`src/rtl/axi4_lite_pkg.sv`:
```
// axi4_lite_pkg: shared response codes and address helpers for the AXI4-Lite register file
package axi4_lite_pkg;
  typedef enum logic [1:0] {
    OKAY   = 2'b00,
    EXOKAY = 2'b01,
    SLVERR = 2'b10,
    DECERR = 2'b11
  } resp_e;
  function automatic int addr_lsb(input int dlen);
    return $clog2(dlen / 8);
  endfunction
endpackage

```
`src/rtl/axi4_lite_if.sv`:
```
// axi4_lite_if: AXI4-Lite signal bundle with slave and master views
interface axi4_lite_if #(
  parameter int ALEN = 32,
  parameter int DLEN = 32
) (
  input logic aclk,
  input logic aresetn
);
  logic [ALEN-1:0]   awaddr;
  logic [2:0]        awprot;
  logic              awvalid;
  logic              awready;
  logic [DLEN-1:0]   wdata;
  logic [DLEN/8-1:0] wstrb;
  logic              wvalid;
  logic              wready;
  logic [1:0]        bresp;
  logic              bvalid;
  logic              bready;
  logic [ALEN-1:0]   araddr;
  logic [2:0]        arprot;
  logic              arvalid;
  logic              arready;
  logic [DLEN-1:0]   rdata;
  logic [1:0]        rresp;
  logic              rvalid;
  logic              rready;
  modport S (
    input  aclk, aresetn, awaddr, awprot, awvalid, wdata, wstrb, wvalid, bready,
           araddr, arprot, arvalid, rready,
    output awready, wready, bresp, bvalid, arready, rdata, rresp, rvalid
  );
  modport M (
    input  aclk, aresetn, awready, wready, bresp, bvalid, arready, rdata, rresp, rvalid,
    output awaddr, awprot, awvalid, wdata, wstrb, wvalid, bready,
           araddr, arprot, arvalid, rready
  );
endinterface

```
`src/rtl/axi4_lite_hold_buf.sv`:
```
// axi4_lite_hold_buf: one-entry valid/ready capture buffer, emptied by clear
module axi4_lite_hold_buf #(
  parameter int W = 32
) (
  input  logic         i_clk,
  input  logic         i_rst_n,
  input  logic         i_en,
  input  logic         i_valid,
  output logic         o_ready,
  input  logic [W-1:0] i_data,
  input  logic         i_clear,
  output logic         o_full,
  output logic [W-1:0] o_data
);
  logic         r_full;
  logic [W-1:0] r_data;
  assign o_ready = i_en & !r_full;
  assign o_full  = r_full;
  assign o_data  = r_data;
  always_ff @(posedge i_clk) begin
    if (!i_rst_n) begin
      r_full <= 1'b0;
      r_data <= '0;
    end else if (i_clear) begin
      r_full <= 1'b0;
    end else if (i_valid && o_ready) begin
      r_full <= 1'b1;
      r_data <= i_data;
    end
  end
endmodule

```
`src/rtl/axi4_lite_regfile.sv`:
```
// axi4_lite_regfile: AXI4-Lite slave register file with byte strobes, RO slots and write pulses
module axi4_lite_regfile
  import axi4_lite_pkg::*;
#(
  parameter int              ALEN    = 32,
  parameter int              DLEN    = 32,
  parameter int              NREG    = 8,
  parameter logic [NREG-1:0] RO_MASK = '0
) (
  input  logic                 aclk,
  input  logic                 aresetn,
  axi4_lite_if.S               axi,
  output logic [NREG*DLEN-1:0] reg_q,
  input  logic [NREG*DLEN-1:0] reg_hw_d,
  output logic [NREG-1:0]      reg_wr_pulse
);
  localparam int ADDR_LSB = addr_lsb(DLEN);
  localparam int IDXW     = $clog2(NREG);
  localparam int NB       = DLEN / 8;
  function automatic logic dec_err(input logic [ALEN-1:0] a);
    return ((a >> (ADDR_LSB + IDXW)) != '0) || (32'(a[ADDR_LSB +: IDXW]) >= 32'(NREG));
  endfunction
  logic                 r_live;
  logic [NREG*DLEN-1:0] r_q;
  logic [NREG-1:0]      r_pulse;
  logic                 r_bvalid;
  resp_e                r_bresp;
  logic                 r_rvalid;
  resp_e                r_rresp;
  logic [DLEN-1:0]      r_rdata;
  logic                 w_aw_full;
  logic                 w_w_full;
  logic [ALEN-1:0]      w_aw_addr;
  logic [NB+DLEN-1:0]   w_wbuf;
  logic [IDXW-1:0]      w_aw_idx;
  logic                 w_commit;
  logic                 w_wr_ok;
  logic [IDXW-1:0]      w_ar_idx;
  logic                 w_ar_err;
  logic                 w_ar_hs;
  logic [DLEN-1:0]      w_ar_data;
  logic                 w_unused;
  axi4_lite_hold_buf #(.W(ALEN)) u_aw_buf (
    .i_clk   (aclk),
    .i_rst_n (aresetn),
    .i_en    (r_live),
    .i_valid (axi.awvalid),
    .o_ready (axi.awready),
    .i_data  (axi.awaddr),
    .i_clear (w_commit),
    .o_full  (w_aw_full),
    .o_data  (w_aw_addr)
  );
  axi4_lite_hold_buf #(.W(NB + DLEN)) u_w_buf (
    .i_clk   (aclk),
    .i_rst_n (aresetn),
    .i_en    (r_live),
    .i_valid (axi.wvalid),
    .o_ready (axi.wready),
    .i_data  ({axi.wstrb, axi.wdata}),
    .i_clear (w_commit),
    .o_full  (w_w_full),
    .o_data  (w_wbuf)
  );
  // A new commit may replace a response that is being handshaken this cycle
  assign w_commit  = w_aw_full & w_w_full & (!r_bvalid | axi.bready);
  assign w_aw_idx  = w_aw_addr[ADDR_LSB +: IDXW];
  assign w_wr_ok   = w_commit & !dec_err(w_aw_addr) & !RO_MASK[w_aw_idx];
  assign w_ar_idx  = axi.araddr[ADDR_LSB +: IDXW];
  assign w_ar_err  = dec_err(axi.araddr);
  assign w_ar_hs   = axi.arvalid & axi.arready;
  assign w_ar_data = w_ar_err ? '0 :
                     RO_MASK[w_ar_idx] ? reg_hw_d[w_ar_idx*DLEN +: DLEN] : r_q[w_ar_idx*DLEN +: DLEN];
  assign w_unused  = ^{axi.awprot, axi.arprot, axi.aclk, axi.aresetn};
  always_ff @(posedge aclk) begin
    if (!aresetn) begin
      r_live   <= 1'b0;
      r_q      <= '0;
      r_pulse  <= '0;
      r_bvalid <= 1'b0;
      r_bresp  <= OKAY;
      r_rvalid <= 1'b0;
      r_rresp  <= OKAY;
      r_rdata  <= '0;
    end else begin
      r_live  <= 1'b1;
      r_pulse <= w_wr_ok ? NREG'(1) << w_aw_idx : '0;
      for (int i = 0; i < NREG; i++)
        for (int k = 0; k < NB; k++)
          if (w_wr_ok && w_aw_idx == IDXW'(i) && w_wbuf[DLEN+k])
            r_q[i*DLEN + k*8 +: 8] <= w_wbuf[k*8 +: 8];
      if (w_commit) begin
        r_bvalid <= 1'b1;
        r_bresp  <= w_wr_ok ? OKAY : SLVERR;
      end else if (axi.bready) begin
        r_bvalid <= 1'b0;
      end
      if (w_ar_hs) begin
        r_rvalid <= 1'b1;
        r_rresp  <= w_ar_err ? SLVERR : OKAY;
        r_rdata  <= w_ar_data;
      end else if (axi.rready) begin
        r_rvalid <= 1'b0;
      end
    end
  end
  assign axi.bvalid   = r_bvalid;
  assign axi.bresp    = r_bresp;
  assign axi.arready  = r_live & !r_rvalid;
  assign axi.rvalid   = r_rvalid;
  assign axi.rresp    = r_rresp;
  assign axi.rdata    = r_rdata;
  assign reg_q        = r_q;
  assign reg_wr_pulse = r_pulse;
endmodule

```
`src/flat_wrapper.sv`:
```
// flat-port wrapper written by rule: the top's interface ports become plain ports
module axi4_lite_regfile_flat import axi4_lite_pkg::*;
#(
  parameter int              ALEN    = 32,
  parameter int              DLEN    = 32,
  parameter int              NREG    = 8,
  parameter logic [NREG-1:0] RO_MASK = '0
)
  (aclk, aresetn, reg_q, reg_hw_d, reg_wr_pulse, axi_awaddr, axi_awprot, axi_awvalid, axi_wdata, axi_wstrb, axi_wvalid, axi_bready, axi_araddr, axi_arprot, axi_arvalid, axi_rready, axi_awready, axi_wready, axi_bresp, axi_bvalid, axi_arready, axi_rdata, axi_rresp, axi_rvalid);
  axi4_lite_if #(.ALEN(ALEN), .DLEN(DLEN)) axi_i (.aclk(aclk), .aresetn(aresetn));
  input  logic aclk;
  input  logic aresetn;
  output logic [NREG*DLEN-1:0] reg_q;
  input  logic [NREG*DLEN-1:0] reg_hw_d;
  output logic [NREG-1:0] reg_wr_pulse;
  input wire logic [$bits(axi_i.awaddr)-1:0] axi_awaddr;
  input wire logic [$bits(axi_i.awprot)-1:0] axi_awprot;
  input wire logic [$bits(axi_i.awvalid)-1:0] axi_awvalid;
  input wire logic [$bits(axi_i.wdata)-1:0] axi_wdata;
  input wire logic [$bits(axi_i.wstrb)-1:0] axi_wstrb;
  input wire logic [$bits(axi_i.wvalid)-1:0] axi_wvalid;
  input wire logic [$bits(axi_i.bready)-1:0] axi_bready;
  input wire logic [$bits(axi_i.araddr)-1:0] axi_araddr;
  input wire logic [$bits(axi_i.arprot)-1:0] axi_arprot;
  input wire logic [$bits(axi_i.arvalid)-1:0] axi_arvalid;
  input wire logic [$bits(axi_i.rready)-1:0] axi_rready;
  output wire logic [$bits(axi_i.awready)-1:0] axi_awready;
  output wire logic [$bits(axi_i.wready)-1:0] axi_wready;
  output wire logic [$bits(axi_i.bresp)-1:0] axi_bresp;
  output wire logic [$bits(axi_i.bvalid)-1:0] axi_bvalid;
  output wire logic [$bits(axi_i.arready)-1:0] axi_arready;
  output wire logic [$bits(axi_i.rdata)-1:0] axi_rdata;
  output wire logic [$bits(axi_i.rresp)-1:0] axi_rresp;
  output wire logic [$bits(axi_i.rvalid)-1:0] axi_rvalid;
  assign axi_i.awaddr = axi_awaddr;
  assign axi_i.awprot = axi_awprot;
  assign axi_i.awvalid = axi_awvalid;
  assign axi_i.wdata = axi_wdata;
  assign axi_i.wstrb = axi_wstrb;
  assign axi_i.wvalid = axi_wvalid;
  assign axi_i.bready = axi_bready;
  assign axi_i.araddr = axi_araddr;
  assign axi_i.arprot = axi_arprot;
  assign axi_i.arvalid = axi_arvalid;
  assign axi_i.rready = axi_rready;
  assign axi_awready = axi_i.awready;
  assign axi_wready = axi_i.wready;
  assign axi_bresp = axi_i.bresp;
  assign axi_bvalid = axi_i.bvalid;
  assign axi_arready = axi_i.arready;
  assign axi_rdata = axi_i.rdata;
  assign axi_rresp = axi_i.rresp;
  assign axi_rvalid = axi_i.rvalid;
  axi4_lite_regfile #(.ALEN(ALEN), .DLEN(DLEN), .NREG(NREG), .RO_MASK(RO_MASK)) u_core (.aclk(aclk), .aresetn(aresetn), .axi(axi_i), .reg_q(reg_q), .reg_hw_d(reg_hw_d), .reg_wr_pulse(reg_wr_pulse));
endmodule
```
`config.mk`:
```
export PLATFORM = sky130hd
export DESIGN_NAME = axi4_lite_regfile_flat
export DESIGN_NICKNAME = d
export VERILOG_FILES = /design/src/rtl/axi4_lite_pkg.sv /design/src/rtl/axi4_lite_if.sv /design/src/rtl/axi4_lite_hold_buf.sv /design/src/rtl/axi4_lite_regfile.sv /design/src/flat_wrapper.sv
export SDC_FILE = /design/constraint.sdc
export NUM_CORES = 1
export LEC_CHECK = 0
export CAP_MARGIN = 40
export CORE_AREA = 2 2 263 265
export DETAILED_ROUTE_END_ITERATION = 6
export DIE_AREA = 0 0 265 267
export HOLD_SLACK_MARGIN = 0.03
export PLACE_DENSITY_LB_ADDON = 0.25
export SLEW_MARGIN = 0
export SYNTH_ARGS = -nofsm -noshare
export SYNTH_HDL_FRONTEND = slang
export SYNTH_SLANG_ARGS = --single-unit
```
`constraint.sdc`:
```
create_clock -name aclk -period 3.1 [get_ports aclk]
set_clock_uncertainty 0.2 [all_clocks]
set_input_delay 0.62 -clock aclk [delete_from_list [all_inputs] [get_ports aclk]]
set_output_delay 0.62 -clock aclk [all_outputs]
set_load 0.02 [all_outputs]
```
==> results.yml <==
cells_and_area:
  nNetsFinal: 2247
  syn2layout_area_growth_pct: 42.64
  drive_gt1_share_pct: 14.01
  final_common_cell: "nand2_1"
  multi_input_area_um2: 7849
  fillers: 6868
  utilization_pct: 33.18
  layout_common_cells: "nand2_1 (433), clkdlybuf4s50_1 (402), dfxtp_1 (368)"
  register_area_um2: 7388
floorplanning:
  die_h_um: 267
  ios: 674
  die_width_um: 265
  fp.dieArea_um2: 70760
  core_um2: 67990
  start_util_pct: 23.26
  row_count: 96
critical_path:
  ff2ff_path_depth: 7
  critPathMaxFanout: 3
  ff2ff_setup_slack_ns: 0.57
  crit_required_ns: 2.28
  rr_startpoint: "u_core.u_aw_buf.o_data[8]"
  cp-start-kind: "register"
  critPathLaunch: "u_core.r_live"
  cp_data_arrival_time_ns: 1.88
  critPathKind: "reg2out"
  end_kind: "primary output"
  worst_r2r_endpoint: "u_core.reg_q[246]"
logic_synthesis:
  ys_types: 35
  yosysTopAreaCell: "dfxtp_1"
  synth_top_area_share_pct: 46.71
  synth_edf_count: 0
  synth-adder-area-share_pct: 0
  synthFlopType: "dfxtp_1"
  syn_area_um2: 15820
  synth_top_family_by_area: "multiplexers"
  syn_avg_cell_area_um2: 10.73
  seq_area_frac_synth_pct: 46.71
  async_flop_share_pct: 0
  synth-simple-area-share_pct: 17.08
  synthXorXnorAreaFrac_pct: 0
  yosys_warnings: 0
  synth_mux_area_share_pct: 27.52
  synth_compound_area_share_pct: 4.810
  synth_area_leaders: "dfxtp_1 (47%), mux2i_1 (16%), nand2_1 (10%)"
  netlist_instances: 1474
  synth_seq_cells: 369
route:
  wl_um: 58580
  ant_nets: 0
  drt_iter0_drc: 610
  wl_per_cell_um: 20.94
  vias_per_cell: 4.466
  dr.pass1.iters: 5
  drc_errors: 0
  route.vias.total: 12490
timing:
  hold_viol_final: 0
  fin_tns_setup_ns: 0
  holdWs_ns: 0.2616
  slew_headroom_pct: 42.49
  tightest_slew_ns: 0.8626
  period_share_pct: 87.21
  worst_slack_ns: 0.3964
  fmax_mhz: 369.9
  fin_crit_ns: 2.704
  drv_slew: 0
  setup_violations: 0
  rsz0062_at_grt: "no"
global_routing:
  grt-ovfl-total: 0
  grt_pass1_wl_um: 85590
  grt.total_usage_pct: 16.14
  grt_pass1_vias: 12660
  antenna_found_initial: 4
  grt_max_degree: 72
placed_design:
  place_congestion: 0.7672
  dp_hpwl_um: 42040
  portBuffers: 405
  post-place-ws_ns: -0.07421
min_path:
  hold_depth: 2
  min_from: "u_core.u_w_buf.o_data[26]"
  hold_class: "reg2reg"
  hold_end: "u_core.u_w_buf.o_data[26]"
outcome:
  outcome: "finished clean"
clocking:
  h-tree-depth: 2
  cts.sinks: 369
  cts_resized: 0
  root_buffer: "clkbuf_16"
  tritoncts: "done"
  post_cts_buffers: 0
  clockBufferDepth: 3
  cts_hold_buf: 0
  clock_latency_ns: 0.56
  cts_buffers: 45
  clkSlewWorstSetupHoldPaths_ns: 0.06
pwr:
  p_leak_nw: 9.396
  p_per_area_nw_per_um2: 484.2
  peakVddDrop_v: 0.0003333
run:
  maxCapViolCount: 0
-- how the worst max path moves through the flow --
| stage | to | cells past startpoint | slack, ns |
|---|---|---|---|
| 3_3_place_gp | u_core.reg_q[243] | 8 | -0.005 |
| 3_5_place_dp | u_core.reg_q[246] | 8 | -0.07 |
| 5_1_grt | axi_awready | 2 | 0.27 |
| 4_1_cts | axi_awready | 2 | 0.30 |
| 2_1_floorplan | u_core.axi.rdata[18] | 6 | 0.67 |
| 6_report | axi_awready | 2 | 0.40 |
-- worst max-delay path, stage by stage, from the launching register on --
cell and delay (ns):
dfxtp_1 0.34, nor2b_1 0.31, clkdlybuf4s50_1 0.67
-- cell usage after synthesis (7+ instances only) --
library cell	count
dfxtp_1	369
nand2_1	435
nand3_4	16
a22oi_1	32
nor4_1	8
clkbuf_1	54
nor2_1	14
mux2i_1	256
nand4_2	7
buf_2	11
nor2b_1	40
buf_6	10
mux2_2	31
a21boi_0	68
mux4_2	64
nand4_4	9
dlygate4sd1_1	10
-- power breakdown --
| group | total (W) | switching, W | internal [W] |
|---|---|---|---|
| combinational | 0.000615 | 0.000345 | 0.000269 |
| sequential | 0.00483 | 0.0000403 | 0.00479 |
| clock | 0.00548 | 0.00214 | 0.00334 |
-- area by class of cell --
| type | count | area share (%) |
|---|---|---|
| multi-input cells | 1003 | 34.79 |
| diodes | 2 | 0.02219 |
| clock inverters | 14 | 0.7432 |
| flip-flops and latches | 369 | 32.75 |
| clock buffers | 68 | 6.140 |
| inverters | 3 | 0.04992 |
| well taps | 882 | 4.892 |
| repair buffers | 456 | 20.61 |
-- per-layer routing --
layer | vias up | GRT usage (%) | share of wire [%]
met4 | 4 | 3.680 | 1.7
met3 | 70 | 4.613 | 7.1
met1 | 6079 | 22.62 | 48
met5 | - | 0 | 0.046
met2 | 412 | 24.41 | 43
li1 | 5927 | - | -
-- stage by stage --
step / std cells / cell area, um2 / total power, W
after floorplan: 1475 / 15820 / 0.005254
final: 2797 / 22560 / 0.01092
after CTS: 2795 / 22550 / 0.01110
after global placement: 2713 / 21000 / 0.005555
after global routing: 2796 / 22560 / 0.01133
after detailed placement: 2713 / 21000 / 0.005559
-- cells by family after synthesis --
kind of cell	after synthesis
AOI/OAI and AO/OA	102
buffers and inverters	103
DFF	369
muxes	351
other	1
and+or+nand+nor	548
-- registers in the layout, summed over array words and instances (netlist names), 8 cells and up --
register,count
u_core.u_w_buf.o_data,36
u_core.reg_wr_pulse,8
u_core.u_aw_buf.o_data,30
u_core.axi.rdata,32
u_core.reg_q,256
Note: power is estimated with default switching activity, not from simulation.
==> edit 1: new RTL, same settings <==
`ALEN` is set to 32 in 3 places; all go to 64.
--- a/src/rtl/axi4_lite_if.sv
+++ b/src/rtl/axi4_lite_if.sv
@@ -1,6 +1,6 @@
 // axi4_lite_if: AXI4-Lite signal bundle with slave and master views
 interface axi4_lite_if #(
-  parameter int ALEN = 32,
+  parameter int ALEN = 64,
   parameter int DLEN = 32
 ) (
   input logic aclk,
--- a/src/rtl/axi4_lite_regfile.sv
+++ b/src/rtl/axi4_lite_regfile.sv
@@ -2,7 +2,7 @@
 module axi4_lite_regfile
   import axi4_lite_pkg::*;
 #(
-  parameter int              ALEN    = 32,
+  parameter int              ALEN    = 64,
   parameter int              DLEN    = 32,
   parameter int              NREG    = 8,
   parameter logic [NREG-1:0] RO_MASK = '0
--- a/src/flat_wrapper.sv
+++ b/src/flat_wrapper.sv
@@ -1,7 +1,7 @@
 // flat-port wrapper written by rule: the top's interface ports become plain ports
 module axi4_lite_regfile_flat import axi4_lite_pkg::*;
 #(
-  parameter int              ALEN    = 32,
+  parameter int              ALEN    = 64,
   parameter int              DLEN    = 32,
   parameter int              NREG    = 8,
   parameter logic [NREG-1:0] RO_MASK = '0
Ports: changed (resized axi_araddr and axi_awaddr); port bits go from 674 to 738. The function was not compared with the original's and may differ.
==> edit 1 against the original RTL <==
- total power grew 6.2%
- sequential cell count grew 32
- synthesized cell count grew 13%
- utilization grew 2.2 points
- via count grew 13%
- highest routed layer unchanged
- critical path type unchanged
- synthesized area grew 6.1%
- routed wire length grew 14%
- worst setup slack lost 130 ps
- final area grew 6.7%
==> edit 1: results (changes against the original RTL) <==
stage,metric,value,unit,change
power_and_ir_drop,LEAKAGE,9.71,nW,+3.4%
route,starting DRC count in detailed routing,745,,+22%
worst_setup_path,reg2reg setup slack,470,ps,-100 ps
place,IO Port Bufs,469,,+16%
layout,nets,2542,,+13%
timing,normalized max-slew margin,55.9,%,+13 points
run_status,status,completed,,
route,drt total wl,66900,um,+14%
logic_synthesis,syn avg cell area,10.1,um2,-6.0%
route,routed via count,14200,,+13%
logic_synthesis,sequential share of the synthesized area,47.8,%,+1.1 points
place,placed insts,2941,,+8.4%
place,dpl hpwl,48100,um,+14%
grt,largest net degree at the start of global routing,66,,-8.3%
clocking,CTS Buf Count,48,,+6.7%
hold_path,"Endpoint, Worst Hold",u_core.u_w_buf.o_data[13],,
route,First-pass DRT Iterations,4,,-1
hold_path,beginning of the worst hold path,u_core.u_w_buf.o_data[13],,
worst_setup_path,Worst Path Arrival,2010,ps,+130 ps
route,Via density,4.68,,+4.9%
logic_synthesis,Netlist cell types,29,,-17%
layout,layout cell share with drive strength beyond 1,11.3,%,-2.7 points
layout,Ant. Diodes,0,,-2
logic_synthesis,commonest cells in the netlist,"503 x nand2_1, 401 x dfxtp_1, 256 x mux2i_1, 100 x a21oi_1, 85 x clkbuf_1",,
worst_setup_path,Reg2Reg Capture Point,u_core.reg_q[52],,
power_and_ir_drop,Max VDD drop,0.383,mV,+15%
layout,fillers,6846,,-0.32%
worst_setup_path,Worst R2R Path Depth,6,,-1
worst_setup_path,Max stage delay on crit path,700,ps,+30 ps
==> edit 1: worst register-to-register path: stages (launching register included) <==
cell	delay, ps
dfxtp_1	310
nor4_1	410
nand4_1	350
nor3_4	320
buf_12	350
nand3_4	350
mux2i_1	210
==> edit 1: metal layers <==
| metal | GRT usage, % | vias up | share of wire [%] |
|---|---|---|---|
| met5 | 0 | - | 0.058 |
| met4 | 6.55 | 8 | 3.4 |
| met3 | 5.55 | 102 | 8.0 |
| met2 | 29.0 | 483 | 45 |
| met1 | 23.9 | 6875 | 44 |
| li1 | - | 6692 | - |
==> edit 1: cells by family (layout without fill, tap and decap cells) <==
family                 after synthesis  after routing  synth area share (%)
flip-flops                         401            401                  47.8
AND/OR/NAND/NOR                    667            667                  18.6
buffers and inverters              108            585                  2.80
AO/OA/AOI/OAI                      134            134                  4.77
multiplexers                       352            352                  26.0
other                                1              2                0.0223
==> edit 1: how the worst max path moves through the flow <==
stage	start	endpoint	slack, ps	depth (start not counted)
floorplan	axi_araddr[2]	u_core.axi.rdata[0]	640	6
global placement	axi_bready	u_core.reg_q[164]	80	7
detailed placement	axi_bready	u_core.reg_q[167]	40	7
CTS	u_core.r_live	axi_awready	220	2
global route	u_core.r_live	axi_awready	200	2
finish	u_core.r_live	axi_awready	270	2
==> edit 1: power breakdown <==
part	internal, mW	total [mW]	switching (mW)
Sequential	5.22	5.26	0.0400
Combinational	0.350	0.810	0.460
Clock	3.30	5.52	2.22
==> edit 1: layout make-up <==
type | instances | area [um2] | share of cell area, %
multi-input cells | 1155 | 8310 | 34.5
flip-flops and latches | 401 | 8030 | 33.3
repair buffers | 501 | 5100 | 21.2
clock buffers | 71 | 1380 | 5.73
well taps | 882 | 1100 | 4.58
clock inverters | 11 | 139 | 0.577
inverters | 2 | 12.5 | 0.0520
==> edit 1: through the flow <==
stage	hold slack [ps]	area (um2)	setup WS, ps
4_1_cts	255	24100	216
3_5_place_dp	247	22600	44.9
5_1_grt	269	24100	200
2_1_floorplan	236	16800	641
3_3_place_gp	243	22600	82.9
6_report	253	24100	269
==> edit 2: new RTL, same settings <==
Without the edit above. Make the reset (`aresetn` and `i_rst_n`) asynchronous in 2 clocked blocks.
--- a/src/rtl/axi4_lite_hold_buf.sv
+++ b/src/rtl/axi4_lite_hold_buf.sv
@@ -17,7 +17,7 @@
   assign o_ready = i_en & !r_full;
   assign o_full  = r_full;
   assign o_data  = r_data;
-  always_ff @(posedge i_clk) begin
+  always_ff @(posedge i_clk or negedge i_rst_n) begin
     if (!i_rst_n) begin
       r_full <= 1'b0;
       r_data <= '0;
--- a/src/rtl/axi4_lite_regfile.sv
+++ b/src/rtl/axi4_lite_regfile.sv
@@ -72,7 +72,7 @@
   assign w_ar_data = w_ar_err ? '0 :
                      RO_MASK[w_ar_idx] ? reg_hw_d[w_ar_idx*DLEN +: DLEN] : r_q[w_ar_idx*DLEN +: DLEN];
   assign w_unused  = ^{axi.awprot, axi.arprot, axi.aclk, axi.aresetn};
-  always_ff @(posedge aclk) begin
+  always_ff @(posedge aclk or negedge aresetn) begin
     if (!aresetn) begin
       r_live   <= 1'b0;
       r_q      <= '0;
Check against the original RTL: differs if aresetn is asserted again (counterexample within 4 cycles, from zero or initial values and one cycle with aresetn low); with aresetn held inactive, the same outputs for 4 cycles.
==> edit 2 against the original RTL <==
- routed wire length fell by 4.2%
- worst setup slack improved by 11 ps
- via count fell by 12%
- synthesized cell count fell by 31%
- final area rose by 5.3%
- sequential cell count did not move
- first-iteration DRC count fell by 17%
- synthesized area rose by 2.8%
Power is not compared: it rests on default switching activity, and its combinational part moved more than twofold at a synthesized area within 25%.
==> edit 2: results (changes against the original RTL) <==
stage,metric,value,unit,change
logic_synthesis,Netlist cell types,31,,-11%
grt,met3 Track Usage GR,5.75,%,+1.1 points
timing,normalized max-slew margin,61.0,%,+19 points
route,WL/cell,23.2,um,+11%
worst_setup_path,Max stage delay on crit path,490,ps,-180 ps
place,dpl hpwl,39400,um,-6.4%
worst_setup_path,crit-path max FO,34,,+31
worst_setup_path,CP max-delay cell,nor4_1,,
route,starting DRC count in detailed routing,509,,-17%
run_status,status,completed,,
layout,fillers,6519,,-5.1%
grt,M2 GR Usage,25.7,%,+1.3 points
grt,initial antenna violation count,2,,-2
grt,grt met1 use,19.6,%,-3.0 points
route,Via density,4.51,,+1.0%
place,RD Place Congestion,0.800,,+4.2%
grt,largest net degree at the start of global routing,69,,-4.2%
worst_setup_path,crit-path leading delay family,simple AND/OR/NAND/NOR gates,,
layout,nets,1874,,-17%
grt,via count of the first global-routing pass,11900,,-6.2%
logic_synthesis,sequential share of the synthesized area,56.8,%,+10 points
logic_synthesis,"Async S/R FF share, synth",100,%,+100 points
grt,first-pass GRT wire length,82300,um,-3.9%
logic_synthesis,Synth area leaders,"dfrtp_1 57%, mux2_2 22%, mux4_2 8.9%",,
layout,layout cell share with drive strength beyond 1,37.4,%,+23 points
-- edit 2: metal layers --
layer  wire, um  share of wire [%]
met5         10              0.018
met4       1390                2.5
met3       4940                8.8
met2      26300                 47
met1      23500                 42
-- edit 2: metrics by stage --
stage               setup WS (ps)  util, %  setup TNS, ps  std cells
floorplan                     570        -              0       1023
global placement            -93.1     32.7          -2330       2338
detailed placement           -183     32.7          -4420       2339
CTS                           355     34.9              0       2422
global route                  296     34.9              0       2422
finish                        407     34.9              0       2424
-- edit 2: logic make-up (layout without fill, tap and decap cells) --
logic type	count (synthesis)	after routing	share of synthesized area, %
other cells	2	5	0.0462
simple gates	144	144	7.34
flops	369	369	56.8
buf+inv	50	567	1.41
mux	418	418	33.2
compound gates	39	39	1.24
-- edit 2: what timing repair did --
item                                   in CTS  in global routing
gates resized for setup                     0                  0
endpoints found under the hold margin      54                  0
hold buffers                                1                  0
-- edit 2: path summary, 6_finish.rpt --
| check | startpoint | end | slack (ps) | depth (start not counted) |
|---|---|---|---|---|
| min in group asynchronous | aresetn | u_core.axi.rdata[5] | 410 | 2 |
| max in group asynchronous | aresetn | u_core.reg_q[203] | 1310 | 3 |
| min | u_core.axi.rdata[2] | u_core.axi.rdata[2] | 280 | 2 |
| max | u_core.u_aw_buf.o_data[15] | u_core.reg_q[160] | 410 | 6 |
| min reg2reg | u_core.axi.rdata[2] | u_core.axi.rdata[2] | 280 | 2 |
| max reg2reg | u_core.u_aw_buf.o_data[15] | u_core.reg_q[160] | 410 | 6 |
-- edit 2: area by class of cell --
type / instances / area share, %
well taps: 882 / 4.65
flip-flops and latches: 369 / 38.9
multi-input cells: 604 / 28.7
clock inverters: 18 / 0.774
repair buffers: 483 / 21.4
diodes: 2 / 0.0211
clock buffers: 64 / 5.52
inverters: 2 / 0.0316
